--- config.mk ---
export PLATFORM = sky130hd
export DESIGN_NAME = wbm_lsu_bridge_flat
export DESIGN_NICKNAME = d
export VERILOG_FILES = /design/src/rtl/wbm_lsu_bridge_if.sv /design/src/rtl/wbm_lsu_bridge.sv /design/src/flat_wrapper.sv
export SDC_FILE = /design/constraint.sdc
export NUM_CORES = 1
export LEC_CHECK = 0
export CORE_MARGIN = 8
export CORE_UTILIZATION = 45
export CTS_CLUSTER_DIAMETER = 200
export DETAILED_ROUTE_END_ITERATION = 10
export PLACE_DENSITY = 0.86
export SLEW_MARGIN = 20
export SYNTH_ARGS = -nofsm -noshare
export SYNTH_HDL_FRONTEND = slang
export SYNTH_SLANG_ARGS = --single-unit
--- constraint.sdc ---
create_clock -name i_clk -period 11.3 [get_ports i_clk]
set_input_delay 2.26 -clock i_clk [delete_from_list [all_inputs] [get_ports i_clk]]
set_output_delay 2.26 -clock i_clk [all_outputs]
set_load 0.03 [all_outputs]
--- src/rtl/wbm_lsu_bridge_if.sv ---
// LSU request/completion and Wishbone B4 pipelined bus signals seen by the bridge.
// The master modport is the bridge's view. The slave modport is the LSU/interconnect side.
interface wbm_lsu_bridge_if #(
    parameter int ADDR_W = 32,
    parameter int DATA_W = 32
);
    localparam int SEL_W = DATA_W / 8;

    // LSU side
    logic              i_req;
    logic              i_we;
    logic [ADDR_W-1:0] i_addr;
    logic [DATA_W-1:0] i_wdata;
    logic [SEL_W-1:0]  i_sel;
    logic              o_busy;
    logic              o_done;
    logic              o_err;
    logic [DATA_W-1:0] o_rdata;

    // Wishbone side
    logic              o_wb_cyc;
    logic              o_wb_stb;
    logic              o_wb_we;
    logic [ADDR_W-1:0] o_wb_addr;
    logic [DATA_W-1:0] o_wb_data;
    logic [SEL_W-1:0]  o_wb_sel;
    logic              i_wb_ack;
    logic              i_wb_err;
    logic              i_wb_stall;
    logic [DATA_W-1:0] i_wb_data;

    modport master (
        input  i_req, i_we, i_addr, i_wdata, i_sel,
        output o_busy, o_done, o_err, o_rdata,
        output o_wb_cyc, o_wb_stb, o_wb_we, o_wb_addr, o_wb_data, o_wb_sel,
        input  i_wb_ack, i_wb_err, i_wb_stall, i_wb_data
    );

    modport slave (
        output i_req, i_we, i_addr, i_wdata, i_sel,
        input  o_busy, o_done, o_err, o_rdata,
        input  o_wb_cyc, o_wb_stb, o_wb_we, o_wb_addr, o_wb_data, o_wb_sel,
        output i_wb_ack, i_wb_err, i_wb_stall, i_wb_data
    );
endinterface

--- src/rtl/wbm_lsu_bridge.sv ---
// Wishbone B4 pipelined master turning single LSU loads/stores into bus cycles, one in flight.
// req->done is 3 cycles plus one per stall cycle; stall holds stb, and a bus timeout aborts with err.
module wbm_lsu_bridge #(
    parameter int ADDR_W  = 32,
    parameter int DATA_W  = 32,
    parameter int TIMEOUT = 255
) (
    input  logic             i_clk,
    input  logic             i_rst,
    wbm_lsu_bridge_if.master bus
);
    localparam int SEL_W = DATA_W / 8;
    localparam int CNT_W = $clog2(TIMEOUT + 1);
    // The counter compares against TIMEOUT-1 so that cyc is high for exactly TIMEOUT cycles.
    localparam logic [CNT_W-1:0] CNT_LAST = CNT_W'(TIMEOUT - 1);

    typedef enum logic [1:0] {
        S_IDLE = 2'd0,
        S_REQ  = 2'd1,
        S_WAIT = 2'd2
    } state_t;

    state_t            state_q;
    logic [CNT_W-1:0]  cnt_q;
    logic [CNT_W-1:0]  cnt_d;
    logic              cyc_q;
    logic              stb_q;
    logic              we_q;
    logic              busy_q;
    logic              done_q;
    logic              err_q;
    logic [ADDR_W-1:0] addr_q;
    logic [DATA_W-1:0] wdat_q;
    logic [DATA_W-1:0] rdata_q;
    logic [SEL_W-1:0]  sel_q;

    logic accept;
    logic resp;
    logic resp_err;
    logic expire;

    always_comb begin
        accept   = (state_q == S_REQ) && !bus.i_wb_stall;
        // A combinational slave may answer in the same cycle its strobe is accepted.
        resp     = ((state_q == S_WAIT) || accept) && (bus.i_wb_ack || bus.i_wb_err);
        resp_err = bus.i_wb_err;
        expire   = (cnt_q == CNT_LAST);
        cnt_d    = cnt_q + CNT_W'(1);
    end

    always_ff @(posedge i_clk or posedge i_rst) begin
        if (i_rst) begin
            state_q <= S_IDLE;
            cnt_q   <= '0;
            cyc_q   <= 1'b0;
            stb_q   <= 1'b0;
            we_q    <= 1'b0;
            busy_q  <= 1'b0;
            done_q  <= 1'b0;
            err_q   <= 1'b0;
            addr_q  <= '0;
            wdat_q  <= '0;
            sel_q   <= '0;
            rdata_q <= '0;
        end else begin
            done_q <= 1'b0;
            err_q  <= 1'b0;
            case (state_q)
                S_IDLE: begin
                    if (bus.i_req) begin
                        we_q    <= bus.i_we;
                        addr_q  <= bus.i_addr;
                        wdat_q  <= bus.i_wdata;
                        sel_q   <= bus.i_sel;
                        cyc_q   <= 1'b1;
                        stb_q   <= 1'b1;
                        busy_q  <= 1'b1;
                        cnt_q   <= '0;
                        state_q <= S_REQ;
                    end
                end
                S_REQ, S_WAIT: begin
                    cnt_q <= cnt_d;
                    // A response on the expiry cycle takes precedence over the timeout.
                    if (resp) begin
                        cyc_q   <= 1'b0;
                        stb_q   <= 1'b0;
                        busy_q  <= 1'b0;
                        done_q  <= 1'b1;
                        err_q   <= resp_err;
                        state_q <= S_IDLE;
                        if (!resp_err && !we_q) begin
                            rdata_q <= bus.i_wb_data;
                        end
                    end else if (expire) begin
                        cyc_q   <= 1'b0;
                        stb_q   <= 1'b0;
                        busy_q  <= 1'b0;
                        done_q  <= 1'b1;
                        err_q   <= 1'b1;
                        state_q <= S_IDLE;
                    end else if (accept) begin
                        stb_q   <= 1'b0;
                        state_q <= S_WAIT;
                    end
                end
                default: begin
                    cyc_q   <= 1'b0;
                    stb_q   <= 1'b0;
                    busy_q  <= 1'b0;
                    state_q <= S_IDLE;
                end
            endcase
        end
    end

    assign bus.o_busy    = busy_q;
    assign bus.o_done    = done_q;
    assign bus.o_err     = err_q;
    assign bus.o_rdata   = rdata_q;
    assign bus.o_wb_cyc  = cyc_q;
    assign bus.o_wb_stb  = stb_q;
    assign bus.o_wb_we   = we_q;
    assign bus.o_wb_addr = addr_q;
    assign bus.o_wb_data = wdat_q;
    assign bus.o_wb_sel  = sel_q;

endmodule

--- src/flat_wrapper.sv ---
// flat-port wrapper written by rule: the top's interface ports become plain ports
module wbm_lsu_bridge_flat 
#(
    parameter int ADDR_W  = 32,
    parameter int DATA_W  = 32,
    parameter int TIMEOUT = 255
)
  (i_clk, i_rst, bus_i_req, bus_i_we, bus_i_addr, bus_i_wdata, bus_i_sel, bus_o_busy, bus_o_done, bus_o_err, bus_o_rdata, bus_o_wb_cyc, bus_o_wb_stb, bus_o_wb_we, bus_o_wb_addr, bus_o_wb_data, bus_o_wb_sel, bus_i_wb_ack, bus_i_wb_err, bus_i_wb_stall, bus_i_wb_data);
  wbm_lsu_bridge_if #(.ADDR_W(ADDR_W), .DATA_W(DATA_W)) bus_i ();
  input  logic i_clk;
  input  logic i_rst;
  input wire logic [$bits(bus_i.i_req)-1:0] bus_i_req;
  input wire logic [$bits(bus_i.i_we)-1:0] bus_i_we;
  input wire logic [$bits(bus_i.i_addr)-1:0] bus_i_addr;
  input wire logic [$bits(bus_i.i_wdata)-1:0] bus_i_wdata;
  input wire logic [$bits(bus_i.i_sel)-1:0] bus_i_sel;
  output wire logic [$bits(bus_i.o_busy)-1:0] bus_o_busy;
  output wire logic [$bits(bus_i.o_done)-1:0] bus_o_done;
  output wire logic [$bits(bus_i.o_err)-1:0] bus_o_err;
  output wire logic [$bits(bus_i.o_rdata)-1:0] bus_o_rdata;
  output wire logic [$bits(bus_i.o_wb_cyc)-1:0] bus_o_wb_cyc;
  output wire logic [$bits(bus_i.o_wb_stb)-1:0] bus_o_wb_stb;
  output wire logic [$bits(bus_i.o_wb_we)-1:0] bus_o_wb_we;
  output wire logic [$bits(bus_i.o_wb_addr)-1:0] bus_o_wb_addr;
  output wire logic [$bits(bus_i.o_wb_data)-1:0] bus_o_wb_data;
  output wire logic [$bits(bus_i.o_wb_sel)-1:0] bus_o_wb_sel;
  input wire logic [$bits(bus_i.i_wb_ack)-1:0] bus_i_wb_ack;
  input wire logic [$bits(bus_i.i_wb_err)-1:0] bus_i_wb_err;
  input wire logic [$bits(bus_i.i_wb_stall)-1:0] bus_i_wb_stall;
  input wire logic [$bits(bus_i.i_wb_data)-1:0] bus_i_wb_data;
  assign bus_i.i_req = bus_i_req;
  assign bus_i.i_we = bus_i_we;
  assign bus_i.i_addr = bus_i_addr;
  assign bus_i.i_wdata = bus_i_wdata;
  assign bus_i.i_sel = bus_i_sel;
  assign bus_o_busy = bus_i.o_busy;
  assign bus_o_done = bus_i.o_done;
  assign bus_o_err = bus_i.o_err;
  assign bus_o_rdata = bus_i.o_rdata;
  assign bus_o_wb_cyc = bus_i.o_wb_cyc;
  assign bus_o_wb_stb = bus_i.o_wb_stb;
  assign bus_o_wb_we = bus_i.o_wb_we;
  assign bus_o_wb_addr = bus_i.o_wb_addr;
  assign bus_o_wb_data = bus_i.o_wb_data;
  assign bus_o_wb_sel = bus_i.o_wb_sel;
  assign bus_i.i_wb_ack = bus_i_wb_ack;
  assign bus_i.i_wb_err = bus_i_wb_err;
  assign bus_i.i_wb_stall = bus_i_wb_stall;
  assign bus_i.i_wb_data = bus_i_wb_data;
  wbm_lsu_bridge #(.ADDR_W(ADDR_W), .DATA_W(DATA_W), .TIMEOUT(TIMEOUT)) u_core (.i_clk(i_clk), .i_rst(i_rst), .bus(bus_i));
endmodule
# After elaboration in Yosys (flattened, before gate mapping)
# Cells that the tools add are included.
# op_classes
mux,20
n_eq_ne,6
n_addsub,1
reduce_logical,16
# op_table
cell,count
case mux 8 bit (2 select lines),1
two-way mux 1 bit,11
adder 8 x 1 -> 8 bit (second input constant),1
equality test 8 bit (second input constant),1
two-way mux 2 bit,4
two-way mux 8 bit,1
AND reduction 2 bit,4
inequality test 4 x 1 -> 1 bit (second input constant),1
case mux 1 bit (2 select lines),2
case mux 2 bit (2 select lines),1
logical AND 1 bit,3
logical NOT 1 bit,3
inequality test 3 x 1 -> 1 bit (second input constant),1
AND reduction 3 bit,1
equality test 2 x 1 -> 1 bit (second input constant),1
equality test 2 bit (second input constant),1
logical NOT 2 bit,1
logical OR 1 bit,2
inequality test 2 bit (second input constant),1
nonzero test 2 bit,1
OR reduction 2 bit,1
# totals
output_inout_bits,106
regBits,115
wordCells,54
inputBits,107

# Depth between registers and ports, before layout
# logic_depth
ltp_word,6
ltp_mapped,8
mapped_depth_nobuf,6

# Least setup slack after synthesis
# No wires, ideal clock.
# synth_path
path_type,input -> register
from,input port bus_i_wb_stall
to,"register u_core.rdata_q[10], in the netlist u_core.bus.o_rdata[10]"
stages,6
t_required_ns,11.175
arrival_time_ns,3.306
slack_ns,7.869
cell_sequence,nor2b_4 o21ai_1 or3_1 buf_6 buf_12 mux2_4
# synth_between
elab_chain_len,5
# synth_rtl
element,line,text
start: declaration,flat_wrapper.sv:29,input wire logic [$bits(bus_i.i_wb_stall)-1:0] bus_i_wb_stall;
logical NOT 1 bit,wbm_lsu_bridge.sv:43,accept = (state_q == S_REQ) && !bus.i_wb_stall;
logical AND 1 bit,wbm_lsu_bridge.sv:43,
logical OR 1 bit,wbm_lsu_bridge.sv:45,resp = ((state_q == S_WAIT) || accept) && (bus.i_wb_ack || bus.i_wb_err);
logical AND 1 bit,wbm_lsu_bridge.sv:45,
AND reduction 3 bit (no line),-,
end signal: assignment,wbm_lsu_bridge.sv:93,rdata_q <= bus.i_wb_data;
end: declaration,wbm_lsu_bridge.sv:34,logic [DATA_W-1:0] rdata_q;
# No other way between the ends.
# A chain may end at the register's enable or synchronous reset.

# Worst setup path in the final report
# layout_path
from,"register u_core.busy_q, in the netlist u_core.bus.o_busy"
to,output port bus_o_busy
# layout_lines
element,line,text
start: declaration,wbm_lsu_bridge.sv:29,logic busy_q;
start signal: assignment,wbm_lsu_bridge.sv:58,busy_q <= 1'b0;
start signal: assignment,wbm_lsu_bridge.sv:77,busy_q <= 1'b1;
start signal: assignment,wbm_lsu_bridge.sv:88,busy_q <= 1'b0;
end: declaration,flat_wrapper.sv:17,output wire logic [$bits(bus_i.o_busy)-1:0] bus_o_busy;
# No word-level cell between the ends.

==> out/qor.yml <==
grt:
  grt.total_usage: 0.189
  gr-total-overflow: 0
  grt_pass1_wl_mm: 20.9
  first_global_vias: 3678
  antenna_found_initial: 0
  grt_max_degree: 69
timing:
  final.setup.tns_ns: 0
  whs_ns: 0.488
  rsz0062_at_grt: "false"
  fmax_mhz: 256
  tightest_slew_ns: 1.01
  setup_viol: 0
  max_slew_margin: 0.328
  fin_crit_sh: 0.346
  finClkSkew_ns: 0.00767
  hold_violations: 0
  maxSlewViolCount: 0
  min_period_ns: 3.91
layout:
  nets: 634
  drive_gt1_frac: 0.263
  n_antenna_cell: 0
  area_growth_pct: 58.4
  final_common_cell: "clkdlybuf4s50_1"
  fill_cells: 678
  final_cell_mix: "212 x clkdlybuf4s50_1, 115 x dfrtp_1, 71 x mux2_2"
placement:
  dpl.hpwl_mm: 9.50
  io_buffers: 212
  routabilityCongestion: 0.800
setup_path:
  arrival_ns: 1.65
  timing.rr.end: "u_core.bus.o_rdata[16]"
  crit_buf_inv: 1
  startpoint_type: "register"
  crit_required_ns: 9.04
  crit_end: "bus_o_busy"
  startpoint: "u_core.bus.o_busy"
  worstReg2RegStart: "u_core.state_q[1]"
  worstPathMaxFanout: 4
  path_cells: "clkdlybuf4s50_1"
  crit_cells: 1
  endpoint_kind: "primary output"
  r2r_cells: 5
  crit_type: "register to primary output"
  crit_family: "buffers and inverters"
  cpPeakStageDelay_ns: 0.72
  slowest_stage: "clkdlybuf4s50_1"
  r2r_slack_ns: 8.67
route:
  drc_errors: 0
  avgRoutedWirePerCell_um: 19.5
  vias: 3284
  viasPerCell: 4.92
  first_iter_violations: 120
  ant_nets: 0
  wirelength_mm: 13.0
  dr.pass1.iters: 4
power_and_ir_drop:
  p_clk_frac: 0.207
  pwr-share-comb: 0.496
  swShare: 0.381
  p_total_w: 0.00244
  internal_power_w: 0.00151
  leakagePower_nw: 3.28
  power_density_nw_per_um2: 326
  peakVddDrop_mv: 0.171
  seqPwrFrac: 0.296
  power.switching_w: 0.000929
logic_synthesis:
  synthArstFlopShare: 1.00
  syn-num-nets: 417
  synthesis.area_um2: 4720
  yosysUniqueCellTypes: 39
  ys_warn_count: 0
  seq_area_frac_synth: 0.610
  ys_seq_elements: 115
  synth_edf_count: 0
  synth_ff_type: "dfrtp_1"
  postSynthAreaPerCell_um2: 15.6
  synthCells: 303
cts:
  htree_levels: 4
  clkLatencyLatePin_ns: 0.51
  cts_made_buffers: 17
  clock_path_buffers: 2
  postCtsSetupBuffers: 0
  cts_sinks: 115
  hold_buffers: 0
  cts-resized-gates: 0
  clock-root-buffer: "clkbuf_8"
  cts_tree: "done"
  path_clk_slew_ns: 0.06
die:
  coreArea_um2: 10200
  fp-row-count: 37
  pin_count: 213
  die-area_um2: 14000
  chipWidth_um: 118
  fp.dieH_um: 118
  start_util: 0.461
flow_run:
  drv_cap: 0
outcome:
  status: "complete, no violations"
min_path:
  hold_class: "register to register"
## sequential cells by signal, indices dropped and copies added, names as in the netlist
name / flops
u_core.bus.o_rdata: 32
u_core.bus.o_wb_addr: 32
u_core.bus.o_wb_data: 32
u_core.cnt_q: 8
u_core.bus.o_wb_sel: 4
u_core.state_q: 2
u_core.bus.o_busy: 1
u_core.bus.o_done: 1
u_core.bus.o_err: 1
u_core.bus.o_wb_stb: 1
u_core.bus.o_wb_we: 1
## kinds of logic after synthesis
| logic type | share of synthesized area |
|---|---|
| fa+ha+maj | 0.0186 |
| buf+inv | 0.0318 |
| flops | 0.610 |
| mux | 0.267 |
| compound gates | 0.0355 |
| simple gates | 0.0366 |
## layout make-up
type,count,area [um2],area share
multi-input combinational,166,1690,0.227
clock buffer,21,459,0.0615
inverter,6,25.0,0.00335
clock inverter,10,108,0.0144
sequential,115,2880,0.385
timing repair buffer,214,2140,0.286
tap,136,170,0.0228
## worst min path at each step
stage | from | depth (start not counted) | end | slack, ns
floorplan | u_core.cnt_q[4] | 1 | u_core.cnt_q[4] | 0.44
global placement | u_core.cnt_q[4] | 1 | u_core.cnt_q[4] | 0.46
detailed placement | u_core.cnt_q[4] | 1 | u_core.cnt_q[4] | 0.47
CTS | u_core.cnt_q[4] | 1 | u_core.cnt_q[4] | 0.49
global route | u_core.cnt_q[7] | 1 | u_core.cnt_q[7] | 0.50
finish | u_core.cnt_q[4] | 1 | u_core.cnt_q[4] | 0.49
## stage by stage
stage               std cells  setup slack, ns  utilization  area, um2
detailed placement        637             6.89        0.675       6900
finish                    668             7.39        0.730       7470
CTS                       668             7.35        0.730       7470
floorplan                 303             6.00            -       4720
global placement          637             6.92        0.675       6900
global route              668             7.33        0.730       7470
## routing by layer
metal | track usage | vias to the layer above | wire length [um]
li1 | - | 1509 | -
met1 | 0.214 | 1613 | 5120
met2 | 0.317 | 146 | 6620
met3 | 0.0738 | 16 | 1070
met4 | 0.0743 | 0 | 207
met5 | 0 | - | 0
## Yosys cell counts (2+ instances only)
library cell  instances  area share
dfrtp_1             115        0.61
mux2_2               71        0.17
mux2_4               30       0.095
o21ai_0               9      0.0095
ha_1                  7       0.019
nand2_1               7      0.0056
buf_1                 5      0.0040
inv_1                 5      0.0040
nor2_1                5      0.0040
o31ai_1               4      0.0064
a31oi_1               3      0.0040
buf_12                3       0.013
buf_2                 3      0.0032
a21oi_1               2      0.0021
a41oi_1               2      0.0037
and2_1                2      0.0027
and3_1                2      0.0027
buf_4                 2      0.0032
clkbuf_1              2      0.0016
nand3_1               2      0.0021
nand4_1               2      0.0027
nor2b_1               2      0.0027
nor3_1                2      0.0021
## power by group through the flow
| stage | clock network (W) | logic [W] | registers, W |
|---|---|---|---|
| after floorplan | 0 | 0.000333 | 0.00109 |
| after global placement | 0 | 0.00120 | 0.000713 |
| after detailed placement | 0 | 0.00122 | 0.000725 |
| after CTS | 0.000516 | 0.00123 | 0.000723 |
| after global routing | 0.000533 | 0.00127 | 0.000747 |
| final | 0.000505 | 0.00121 | 0.000723 |
No activity file was read; power rests on OpenSTA's default activity.
